File: src/rtl/dmem_port_arbiter_pkg.sv
// Shared definitions for the data-memory port arbiter: read-owner encoding
// and default starvation parameters.
package dmem_port_arbiter_pkg;

    typedef enum logic [1:0] {
        OWN_NONE = 2'd0,
        OWN_CORE = 2'd1,
        OWN_HOST = 2'd2
    } owner_e;

    localparam int DEFAULT_STARVE_LIMIT = 8;
    localparam int DEFAULT_CNT_W        = 4;

    function automatic logic isRead(input logic ce, input logic [3:0] we);
        return ce && (we == 4'b0000);
    endfunction

endpackage

File: src/rtl/dmem_port_arbiter_if.sv
// Bundle of core, host and memory-side signals around the data-memory arbiter.
// The slave modport is the arbiter's view; master is the surrounding system.
interface dmem_port_arbiter_if #(
    parameter int ADDR_W = 30,
    parameter int DATA_W = 32
);
    logic                  core_ce;
    logic [DATA_W/8-1:0]   core_we;
    logic [ADDR_W-1:0]     core_addr;
    logic [DATA_W-1:0]     core_d;
    logic [DATA_W-1:0]     core_q;
    logic                  core_stall;

    logic                  host_req;
    logic [DATA_W/8-1:0]   host_we;
    logic [ADDR_W-1:0]     host_addr;
    logic [DATA_W-1:0]     host_d;
    logic                  host_gnt;
    logic                  host_rvalid;
    logic [DATA_W-1:0]     host_q;

    logic                  mem_ce;
    logic [DATA_W/8-1:0]   mem_we;
    logic [ADDR_W-1:0]     mem_addr;
    logic [DATA_W-1:0]     mem_d;
    logic [DATA_W-1:0]     mem_q;

    modport slave (
        input  core_ce, core_we, core_addr, core_d,
        output core_q, core_stall,
        input  host_req, host_we, host_addr, host_d,
        output host_gnt, host_rvalid, host_q,
        output mem_ce, mem_we, mem_addr, mem_d,
        input  mem_q
    );

    modport master (
        output core_ce, core_we, core_addr, core_d,
        input  core_q, core_stall,
        output host_req, host_we, host_addr, host_d,
        input  host_gnt, host_rvalid, host_q,
        input  mem_ce, mem_we, mem_addr, mem_d,
        output mem_q
    );

endinterface

File: src/rtl/dmem_starve_counter.sv
// Counts cycles the host has been kept waiting and raises a force flag once
// the wait reaches STARVE_LIMIT.
module dmem_starve_counter #(
    parameter int CNT_W        = 4,
    parameter int STARVE_LIMIT = 8
) (
    input  logic clk,
    input  logic reset_n,
    input  logic i_host_req,
    input  logic i_host_gnt,
    output logic o_force
);

    localparam logic [CNT_W-1:0] LIMIT = CNT_W'(STARVE_LIMIT);

    logic [CNT_W-1:0] r_wait_cnt;

    // A withdrawn request forfeits its accumulated wait just like a granted one.
    always_ff @(posedge clk or negedge reset_n) begin
        if (!reset_n) begin
            r_wait_cnt <= '0;
        end else if (i_host_gnt || !i_host_req) begin
            r_wait_cnt <= '0;
        end else if (r_wait_cnt != LIMIT) begin
            r_wait_cnt <= r_wait_cnt + 1'b1;
        end
    end

    assign o_force = (r_wait_cnt == LIMIT);

endmodule

File: src/rtl/dmem_port_arbiter.sv
// Shares the single-port data memory between the core LSU (priority) and a
// host requester, routing read data back to whoever issued the read.
module dmem_port_arbiter
    import dmem_port_arbiter_pkg::*;
#(
    parameter int ADDR_W       = 30,
    parameter int DATA_W       = 32,
    parameter int STARVE_LIMIT = DEFAULT_STARVE_LIMIT,
    parameter int CNT_W        = DEFAULT_CNT_W
) (
    input  logic               clk,
    input  logic               reset_n,
    dmem_port_arbiter_if.slave bus
);

    logic                w_force;
    logic                w_host_sel;
    logic                w_mem_ce;
    logic                w_core_stall;
    logic [DATA_W/8-1:0] w_mem_we;
    owner_e              w_rd_owner_nxt;

    owner_e              r_rd_owner;
    logic                r_hold_vld;
    logic [DATA_W-1:0]   r_hold_q;
    logic                r_host_rvalid;
    logic [DATA_W-1:0]   r_host_q;

    dmem_starve_counter #(
        .CNT_W        (CNT_W),
        .STARVE_LIMIT (STARVE_LIMIT)
    ) u_starve (
        .clk        (clk),
        .reset_n    (reset_n),
        .i_host_req (bus.host_req),
        .i_host_gnt (w_host_sel),
        .o_force    (w_force)
    );

    // Grant is decided combinationally; reset blocks all memory activity.
    always_comb begin
        w_host_sel   = 1'b0;
        w_mem_ce     = 1'b0;
        w_core_stall = 1'b0;
        if (reset_n) begin
            if (w_force && bus.host_req) begin
                w_host_sel   = 1'b1;
                w_mem_ce     = 1'b1;
                w_core_stall = bus.core_ce;
            end else if (bus.core_ce) begin
                w_mem_ce     = 1'b1;
            end else if (bus.host_req) begin
                w_host_sel   = 1'b1;
                w_mem_ce     = 1'b1;
            end
        end
    end

    assign w_mem_we = !w_mem_ce ? '0 : (w_host_sel ? bus.host_we : bus.core_we);

    assign bus.mem_ce     = w_mem_ce;
    assign bus.mem_we     = w_mem_we;
    assign bus.mem_addr   = w_host_sel ? bus.host_addr : bus.core_addr;
    assign bus.mem_d      = w_host_sel ? bus.host_d : bus.core_d;
    assign bus.host_gnt   = w_host_sel;
    assign bus.core_stall = w_core_stall;

    always_comb begin
        w_rd_owner_nxt = OWN_NONE;
        if (isRead(w_mem_ce, w_mem_we)) begin
            w_rd_owner_nxt = w_host_sel ? OWN_HOST : OWN_CORE;
        end
    end

    always_ff @(posedge clk or negedge reset_n) begin
        if (!reset_n) begin
            r_rd_owner <= OWN_NONE;
        end else begin
            r_rd_owner <= w_rd_owner_nxt;
        end
    end

    // A core read landing during a stall is parked so the frozen core sees it afterwards.
    always_ff @(posedge clk or negedge reset_n) begin
        if (!reset_n) begin
            r_hold_vld <= 1'b0;
            r_hold_q   <= '0;
        end else if (r_rd_owner == OWN_CORE && w_core_stall) begin
            r_hold_vld <= 1'b1;
            r_hold_q   <= bus.mem_q;
        end else if (!w_core_stall) begin
            r_hold_vld <= 1'b0;
        end
    end

    assign bus.core_q = r_hold_vld ? r_hold_q : bus.mem_q;

    always_ff @(posedge clk or negedge reset_n) begin
        if (!reset_n) begin
            r_host_rvalid <= 1'b0;
            r_host_q      <= '0;
        end else begin
            r_host_rvalid <= (r_rd_owner == OWN_HOST);
            if (r_rd_owner == OWN_HOST) begin
                r_host_q <= bus.mem_q;
            end
        end
    end

    assign bus.host_rvalid = r_host_rvalid;
    assign bus.host_q      = r_host_q;

endmodule

File: src/flat_wrapper.sv
// flat-port wrapper written by rule: the top's interface ports become plain ports
module dmem_port_arbiter_flat import dmem_port_arbiter_pkg::*;
#(
    parameter int ADDR_W       = 30,
    parameter int DATA_W       = 32,
    parameter int STARVE_LIMIT = DEFAULT_STARVE_LIMIT,
    parameter int CNT_W        = DEFAULT_CNT_W
)
  (clk, reset_n, bus_core_ce, bus_core_we, bus_core_addr, bus_core_d, bus_core_q, bus_core_stall, bus_host_req, bus_host_we, bus_host_addr, bus_host_d, bus_host_gnt, bus_host_rvalid, bus_host_q, bus_mem_ce, bus_mem_we, bus_mem_addr, bus_mem_d, bus_mem_q);
  dmem_port_arbiter_if #(.ADDR_W(ADDR_W), .DATA_W(DATA_W)) bus_i ();
  input  logic clk;
  input  logic reset_n;
  input wire logic [$bits(bus_i.core_ce)-1:0] bus_core_ce;
  input wire logic [$bits(bus_i.core_we)-1:0] bus_core_we;
  input wire logic [$bits(bus_i.core_addr)-1:0] bus_core_addr;
  input wire logic [$bits(bus_i.core_d)-1:0] bus_core_d;
  output wire logic [$bits(bus_i.core_q)-1:0] bus_core_q;
  output wire logic [$bits(bus_i.core_stall)-1:0] bus_core_stall;
  input wire logic [$bits(bus_i.host_req)-1:0] bus_host_req;
  input wire logic [$bits(bus_i.host_we)-1:0] bus_host_we;
  input wire logic [$bits(bus_i.host_addr)-1:0] bus_host_addr;
  input wire logic [$bits(bus_i.host_d)-1:0] bus_host_d;
  output wire logic [$bits(bus_i.host_gnt)-1:0] bus_host_gnt;
  output wire logic [$bits(bus_i.host_rvalid)-1:0] bus_host_rvalid;
  output wire logic [$bits(bus_i.host_q)-1:0] bus_host_q;
  output wire logic [$bits(bus_i.mem_ce)-1:0] bus_mem_ce;
  output wire logic [$bits(bus_i.mem_we)-1:0] bus_mem_we;
  output wire logic [$bits(bus_i.mem_addr)-1:0] bus_mem_addr;
  output wire logic [$bits(bus_i.mem_d)-1:0] bus_mem_d;
  input wire logic [$bits(bus_i.mem_q)-1:0] bus_mem_q;
  assign bus_i.core_ce = bus_core_ce;
  assign bus_i.core_we = bus_core_we;
  assign bus_i.core_addr = bus_core_addr;
  assign bus_i.core_d = bus_core_d;
  assign bus_core_q = bus_i.core_q;
  assign bus_core_stall = bus_i.core_stall;
  assign bus_i.host_req = bus_host_req;
  assign bus_i.host_we = bus_host_we;
  assign bus_i.host_addr = bus_host_addr;
  assign bus_i.host_d = bus_host_d;
  assign bus_host_gnt = bus_i.host_gnt;
  assign bus_host_rvalid = bus_i.host_rvalid;
  assign bus_host_q = bus_i.host_q;
  assign bus_mem_ce = bus_i.mem_ce;
  assign bus_mem_we = bus_i.mem_we;
  assign bus_mem_addr = bus_i.mem_addr;
  assign bus_mem_d = bus_i.mem_d;
  assign bus_i.mem_q = bus_mem_q;
  dmem_port_arbiter #(.ADDR_W(ADDR_W), .DATA_W(DATA_W), .STARVE_LIMIT(STARVE_LIMIT), .CNT_W(CNT_W)) u_core (.clk(clk), .reset_n(reset_n), .bus(bus_i));
endmodule
File: config.mk
export PLATFORM = sky130hd
export DESIGN_NAME = dmem_port_arbiter_flat
export DESIGN_NICKNAME = d
export VERILOG_FILES = /design/src/rtl/dmem_port_arbiter_pkg.sv /design/src/rtl/dmem_port_arbiter_if.sv /design/src/rtl/dmem_starve_counter.sv /design/src/rtl/dmem_port_arbiter.sv /design/src/flat_wrapper.sv
export SDC_FILE = /design/constraint.sdc
export NUM_CORES = 1
export LEC_CHECK = 0
export CORE_AREA = 2 2 118 120
export CTS_CLUSTER_DIAMETER = 60
export CTS_CLUSTER_SIZE = 28
export DETAILED_ROUTE_END_ITERATION = 10
export DIE_AREA = 0 0 120 122
export MAX_ROUTING_LAYER = met4
export PLACE_DENSITY = 0.73
export SLEW_MARGIN = 20
export SYNTH_ARGS = -nofsm -noshare
export SYNTH_HDL_FRONTEND = slang
export SYNTH_SLANG_ARGS = --single-unit
export TNS_END_PERCENT = 50
File: constraint.sdc
create_clock -name clk -period 3.9 [get_ports clk]
set_input_delay 0.585 -clock clk [delete_from_list [all_inputs] [get_ports clk]]
set_output_delay 0.585 -clock clk [all_outputs]
set_load 0.005 [all_outputs]
# Word level (Yosys, flattened, before mapping)
# Cells that the tools add are included.
classes:
  eq_ne: 5
  reduce_logical: 7
  n_mux: 20
  n_addsub: 1
op_table:
  columns: ["op", "count"]
  rows:
  - ["32-bit 2-to-1 mux", 2]
  - ["30-bit 2-to-1 mux", 1]
  - ["4-bit 2-to-1 mux", 4]
  - ["1-bit 2-to-1 mux", 11]
  - ["4-bit by 1-bit adder with 4-bit output (second input constant)", 1]
  - ["4-bit equality test (second input constant)", 1]
  - ["4-bit logical NOT", 1]
  - ["2-bit 2-to-1 mux", 2]
  - ["4-bit != test (second input constant)", 1]
  - ["1-bit logical AND", 3]
  - ["2-bit by 1-bit equality test with 1-bit output (second input constant)", 1]
  - ["2-bit equality test (second input constant)", 1]
  - ["2-bit != test (second input constant)", 1]
  - ["2-bit nonzero test", 1]
  - ["1-bit logical NOT", 1]
  - ["1-bit logical OR", 1]
word_totals:
  elab_cells: 39
  input_bits: 168
  register_bits: 72
  out_inout_bits: 134

# Longest topological paths before layout
# Gate-level depths: netlist of run 1.
logic_depth:
  ltp_word: 9
  mapped_depth: 7
  ltp_nobuf: 6

# By module
# From an unflattened synthesis of run 1, not the netlist that was laid out.
unflattened:
  cells_unflattened: 430
  area_unflattened_um2: 4229.1
by_module_without_submodules:
  columns: ["module", "n_inst", "cells_per_inst", "area_each_um2"]
  rows:
  - ["dmem_port_arbiter", 1, 408, 3961.3]
  - ["dmem_starve_counter", 1, 22, 267.8]

# Least setup slack after synthesis of run 1
# Ideal clock, no wire load.
synth_timing:
  kind: "reg2out"
  startpoint: "register u_core.u_starve.r_wait_cnt[0]"
  endpoint: "output bus_mem_addr[10]"
  setup_slack_ns: 1.698
  n_path_buf: 2
  stages_incl_launch_ff: 8
  required_ns: 3.315
  arrival_time_ns: 1.617
  path_cell_list: "dfrtp_1 > inv_1 > ha_1 > nand3b_4 > a21o_1 > buf_6 > buf_6 > mux2_4"
synth_between:
  elab_chain_cells: 5
synth_rtl:
  columns: ["element", "line_no", "source"]
  rows:
  - ["start, declared", "dmem_starve_counter.sv:16", "logic [CNT_W-1:0] r_wait_cnt;"]
  - ["start signal, assigned", "dmem_starve_counter.sv:25", "r_wait_cnt <= r_wait_cnt + 1'b1;"]
  - ["4-bit equality test", "dmem_starve_counter.sv:29", "assign o_force = (r_wait_cnt == LIMIT);"]
  - ["1-bit logical AND", "dmem_port_arbiter.sv:46", "if (w_force && bus.host_req) begin"]
  - ["1-bit 2-to-1 mux", "dmem_port_arbiter.sv:46", null]
  - ["1-bit 2-to-1 mux", "dmem_port_arbiter.sv:45", "if (reset_n) begin"]
  - ["30-bit 2-to-1 mux", "dmem_port_arbiter.sv:63", "assign bus.mem_addr = w_host_sel ? bus.host_addr : bus.core_addr;"]
  - ["end, declared", "flat_wrapper.sv:28", "output wire logic [$bits(bus_i.mem_addr)-1:0] bus_mem_addr;"]
# Every way passes these cells.

# Final worst setup path of run 1
layout_timing:
  startpoint: "input bus_core_ce"
  endpoint: "output bus_mem_d[17]"
layout_between:
  elab_chain_cells: 4
layout_rtl:
  columns: ["element", "line_no", "source"]
  rows:
  - ["start, declared", "flat_wrapper.sv:13", "input wire logic [$bits(bus_i.core_ce)-1:0] bus_core_ce;"]
  - ["1-bit 2-to-1 mux", "dmem_port_arbiter.sv:50", "end else if (bus.core_ce) begin"]
  - ["1-bit 2-to-1 mux", "dmem_port_arbiter.sv:46", null]
  - ["1-bit 2-to-1 mux", "dmem_port_arbiter.sv:45", null]
  - ["32-bit 2-to-1 mux", "dmem_port_arbiter.sv:64", "assign bus.mem_d = w_host_sel ? bus.host_d : bus.core_d;"]
  - ["end, declared", "flat_wrapper.sv:29", "output wire logic [$bits(bus_i.mem_d)-1:0] bus_mem_d;"]
# Every way passes these cells.

==> results.yml, run 1 <==
outcome:
  status: "completed"
setup_path:
  cp-start-kind: "input pin"
  path_class: "input pin to output port"
  crit_arrival_ns: 2.77
  r2r-end: "u_core.r_hold_q[28]$_DFFE_PN0P_"
  crit-reg2reg-launch: "u_core.u_starve.r_wait_cnt[0]$_DFFE_PN0P_"
  worstSetupEndpointType: "output port"
  cp_max_fo: 36
  r2r_cells: 6
  reg2reg_slack_ns: 1.91
  crit_required_ns: 3.31
power_and_ir_drop:
  peakVddDrop_uv: 187.1
  power_switching_uw: 538.0
  intPower_mw: 1.668
  comb_power_share_pct: 27.6
  powerDensity_nw_per_um2: 292.1
  p_sw_share_pct: 24.38
  p_clk_share_pct: 35.2
  power_mw: 2.206
  p_seq_share_pct: 37.2
  total_leakage_power_nw: 3.173
logic_synthesis:
  ys_types: 26
  netlist_area_um2: 4055
  synth_fp_nets: 463
  synth_cells: 293
  yosysWarnings: 0
  synth-seq-cells: 72
  yosysSeqAreaShare_pct: 44.43
  avgSynthCellArea_um2: 13.84
global_routing:
  grt_pass1_wl_mm: 24.80
  overflow: 0
  antenna_found_initial: 2
  grt_max_degree: 73
  track_usage_pct: 24.34
  grt_pass1_vias: 4129
clocking:
  cts_root_buffer: "clkbuf_16"
  ctsHoldBuffers: 0
  cts.sinks: 72
  worstSkewPairLatency_ns: 0.33
  path_clk_slew_ns: 0.06
  h-tree-depth: 3
  post_cts_resized: 0
  cts_tree: "done"
  numCtsBuffers: 9
  cts_setup_buffers: 0
  clk_path_buf_depth: 2
route:
  dr.pass1.iters: 4
  wl_per_cell_um: 22.45
  vias: 3707
  via_per_inst: 4.734
  drtIter0Drc: 124
  ant_nets: 0
  wl_mm: 17.58
  drcViolationCount: 0
sta:
  skew_ns: 0.006316
  final_hold_viol_count: 0
  min_period_over_period_pct: 86.12
  worstMarginPinSlew_ns: 0.9323
  setup_viol: 0
  hold_slack_ns: 0.4998
  slew_headroom_pct: 37.85
  fmax_mhz: 297.7
  fin_ws_ns: 0.5412
  maxSlewViolCount: 0
  post-route-min-period_ns: 3.359
  tns_ns: 0
  grt_setup_unrepaired: "no"
die:
  fp.dieH_um: 122
  die_area_um2: 14640
  start_util_pct: 30.03
  coreArea_um2: 13500
  num_rows: 43
  die_w_um: 120
  io_pins: 302
place:
  placedCellCount: 764
  dpl_cell_area_um2: 7258
  io_buffers: 301
  dp_hpwl_mm: 14.72
  place.gp.congestion: 0.9336
  preCtsSetupSlack_ns: 0.5443
cells_and_area:
  drive_above_1_share_pct: 30.50
  design_area_um2: 7555
  nNetsFinal: 765
  area_growth_pct: 86.30
  ff_latch_area_um2: 1802
  nFillCells: 1143
  final_util_pct: 55.94
  multi_input_area_um2: 2098
  final_cells: 783
hold_path:
  min_to: "u_core.r_hold_q[10]$_DFFE_PN0P_"
  hp-start: "u_core.r_hold_q[10]$_DFFE_PN0P_"
  whs_path_depth: 1
  min_path_type: "register to register"
flow_run:
  max_cap_viol_count: 0
==> cells in the final DEF (no fill, tap or decap), types with 2 or more instances in the layout <==
cell type        count
inv_1               12
diode_2              3
nor3_1               6
dfrtp_1             72
mux2_4              15
o21ai_0              5
buf_4                6
clkinvlp_4           2
o2111ai_1            4
clkdlybuf4s50_1    300
inv_6                2
mux2_2             141
clkbuf_16            9
nand2_1              2
nand3_1              2
mux2_1               2
ha_1                 2
buf_12               2
xnor2_1              2
clkinv_4             2
==> power groups by stage <==
stage	registers [mW]	clock network [mW]	logic, mW
floorplan	0.834	0	0.153
global placement	0.831	0	0.605
detailed placement	0.834	0	0.612
CTS	0.820	0.801	0.616
global route	0.826	0.830	0.644
finish	0.820	0.777	0.609
==> worst max-delay path by stage <==
| stage | slack [ns] | end | cells past startpoint | from |
|---|---|---|---|---|
| finish | 0.54 | bus_mem_d[17] | 5 | bus_core_ce |
| global placement | 0.62 | bus_mem_d[17] | 5 | bus_core_ce |
| detailed placement | 0.54 | bus_mem_d[17] | 5 | bus_core_ce |
| floorplan | 1.70 | bus_mem_addr[10] | 7 | u_core.u_starve.r_wait_cnt[0]$_DFFE_PN0P_ |
| CTS | 0.55 | bus_mem_d[17] | 5 | bus_core_ce |
| global route | 0.47 | bus_mem_d[17] | 5 | bus_core_ce |
==> final cells by class <==
cell class / instances / area share [%]
tap: 180 / 2.981
clock buffer: 10 / 3.163
timing repair buffer: 308 / 40.87
antenna: 3 / 0.09937
multi-input combinational: 192 / 27.77
sequential: 72 / 23.85
clock inverter: 6 / 0.6625
inverter: 12 / 0.5962
==> synth_stat cells, drive strengths merged <==
| cell type | number | area share [%] |
|---|---|---|
| mux2 | 158 | 45 |
| nand2 | 2 | 0.19 |
| inv | 12 | 1.1 |
| nand3b | 1 | 0.49 |
| xnor2 | 2 | 0.43 |
| xor2 | 1 | 0.22 |
| buf | 13 | 2.5 |
| or4 | 1 | 0.19 |
| nor4 | 2 | 0.68 |
| clkbuf | 4 | 0.37 |
| nor2 | 1 | 0.092 |
| ha | 2 | 0.62 |
| o21ai | 5 | 0.62 |
| nand3 | 2 | 0.25 |
| nor3 | 6 | 0.74 |
| a21oi | 1 | 0.12 |
| mux2i | 1 | 0.25 |
| and3b | 1 | 0.22 |
| o2111ai | 4 | 0.86 |
| a21o | 1 | 0.19 |
| dfrtp | 72 | 44 |
| nand4 | 1 | 0.15 |
==> worst max-delay path, cell delays in order <==
cell and delay (ns):
clkdlybuf4s50_1 0.61, a21o_4 0.38, buf_12 0.28, mux2_2 0.40, clkdlybuf4s50_1 0.49
==> metal layers <==
metal  GRT usage [%]  share of wire [%]
met5               -                  0
met4           12.35                4.3
met3           8.380                9.7
met2           39.60                 48
met1           26.51                 38
==> registers in the layout, indices dropped and copies added (netlist names) <==
signal and cells:
u_core.u_starve.r_wait_cnt 4, u_core.r_hold_vld 1, u_core.r_rd_owner 2, u_core.bus.host_rvalid 1, u_core.bus.host_q 32, u_core.r_hold_q 32
==> cells by family (layout without fill, tap and decap cells) <==
group | after synthesis | after routing | share of synthesized area [%]
muxes | 159 | 159 | 45.51
DFF | 72 | 72 | 44.43
xor gates and xnor gates | 3 | 3 | 0.6481
AOI/OAI and AO/OA | 11 | 11 | 1.789
adders and majority gates | 2 | 2 | 0.6170
buffers and inverters | 29 | 336 | 4.011
and+or+nand+nor | 17 | 17 | 2.993
other | 0 | 3 | 0
Power figures use the tool's default switching activity.
==> run 2, diff against run 1 <==
ABC_CLOCK_PERIOD_IN_PS = 3900   (was not set)
==> results of run 2 <==
No change in the layout: final DEF, timing and power equal those of run 1.
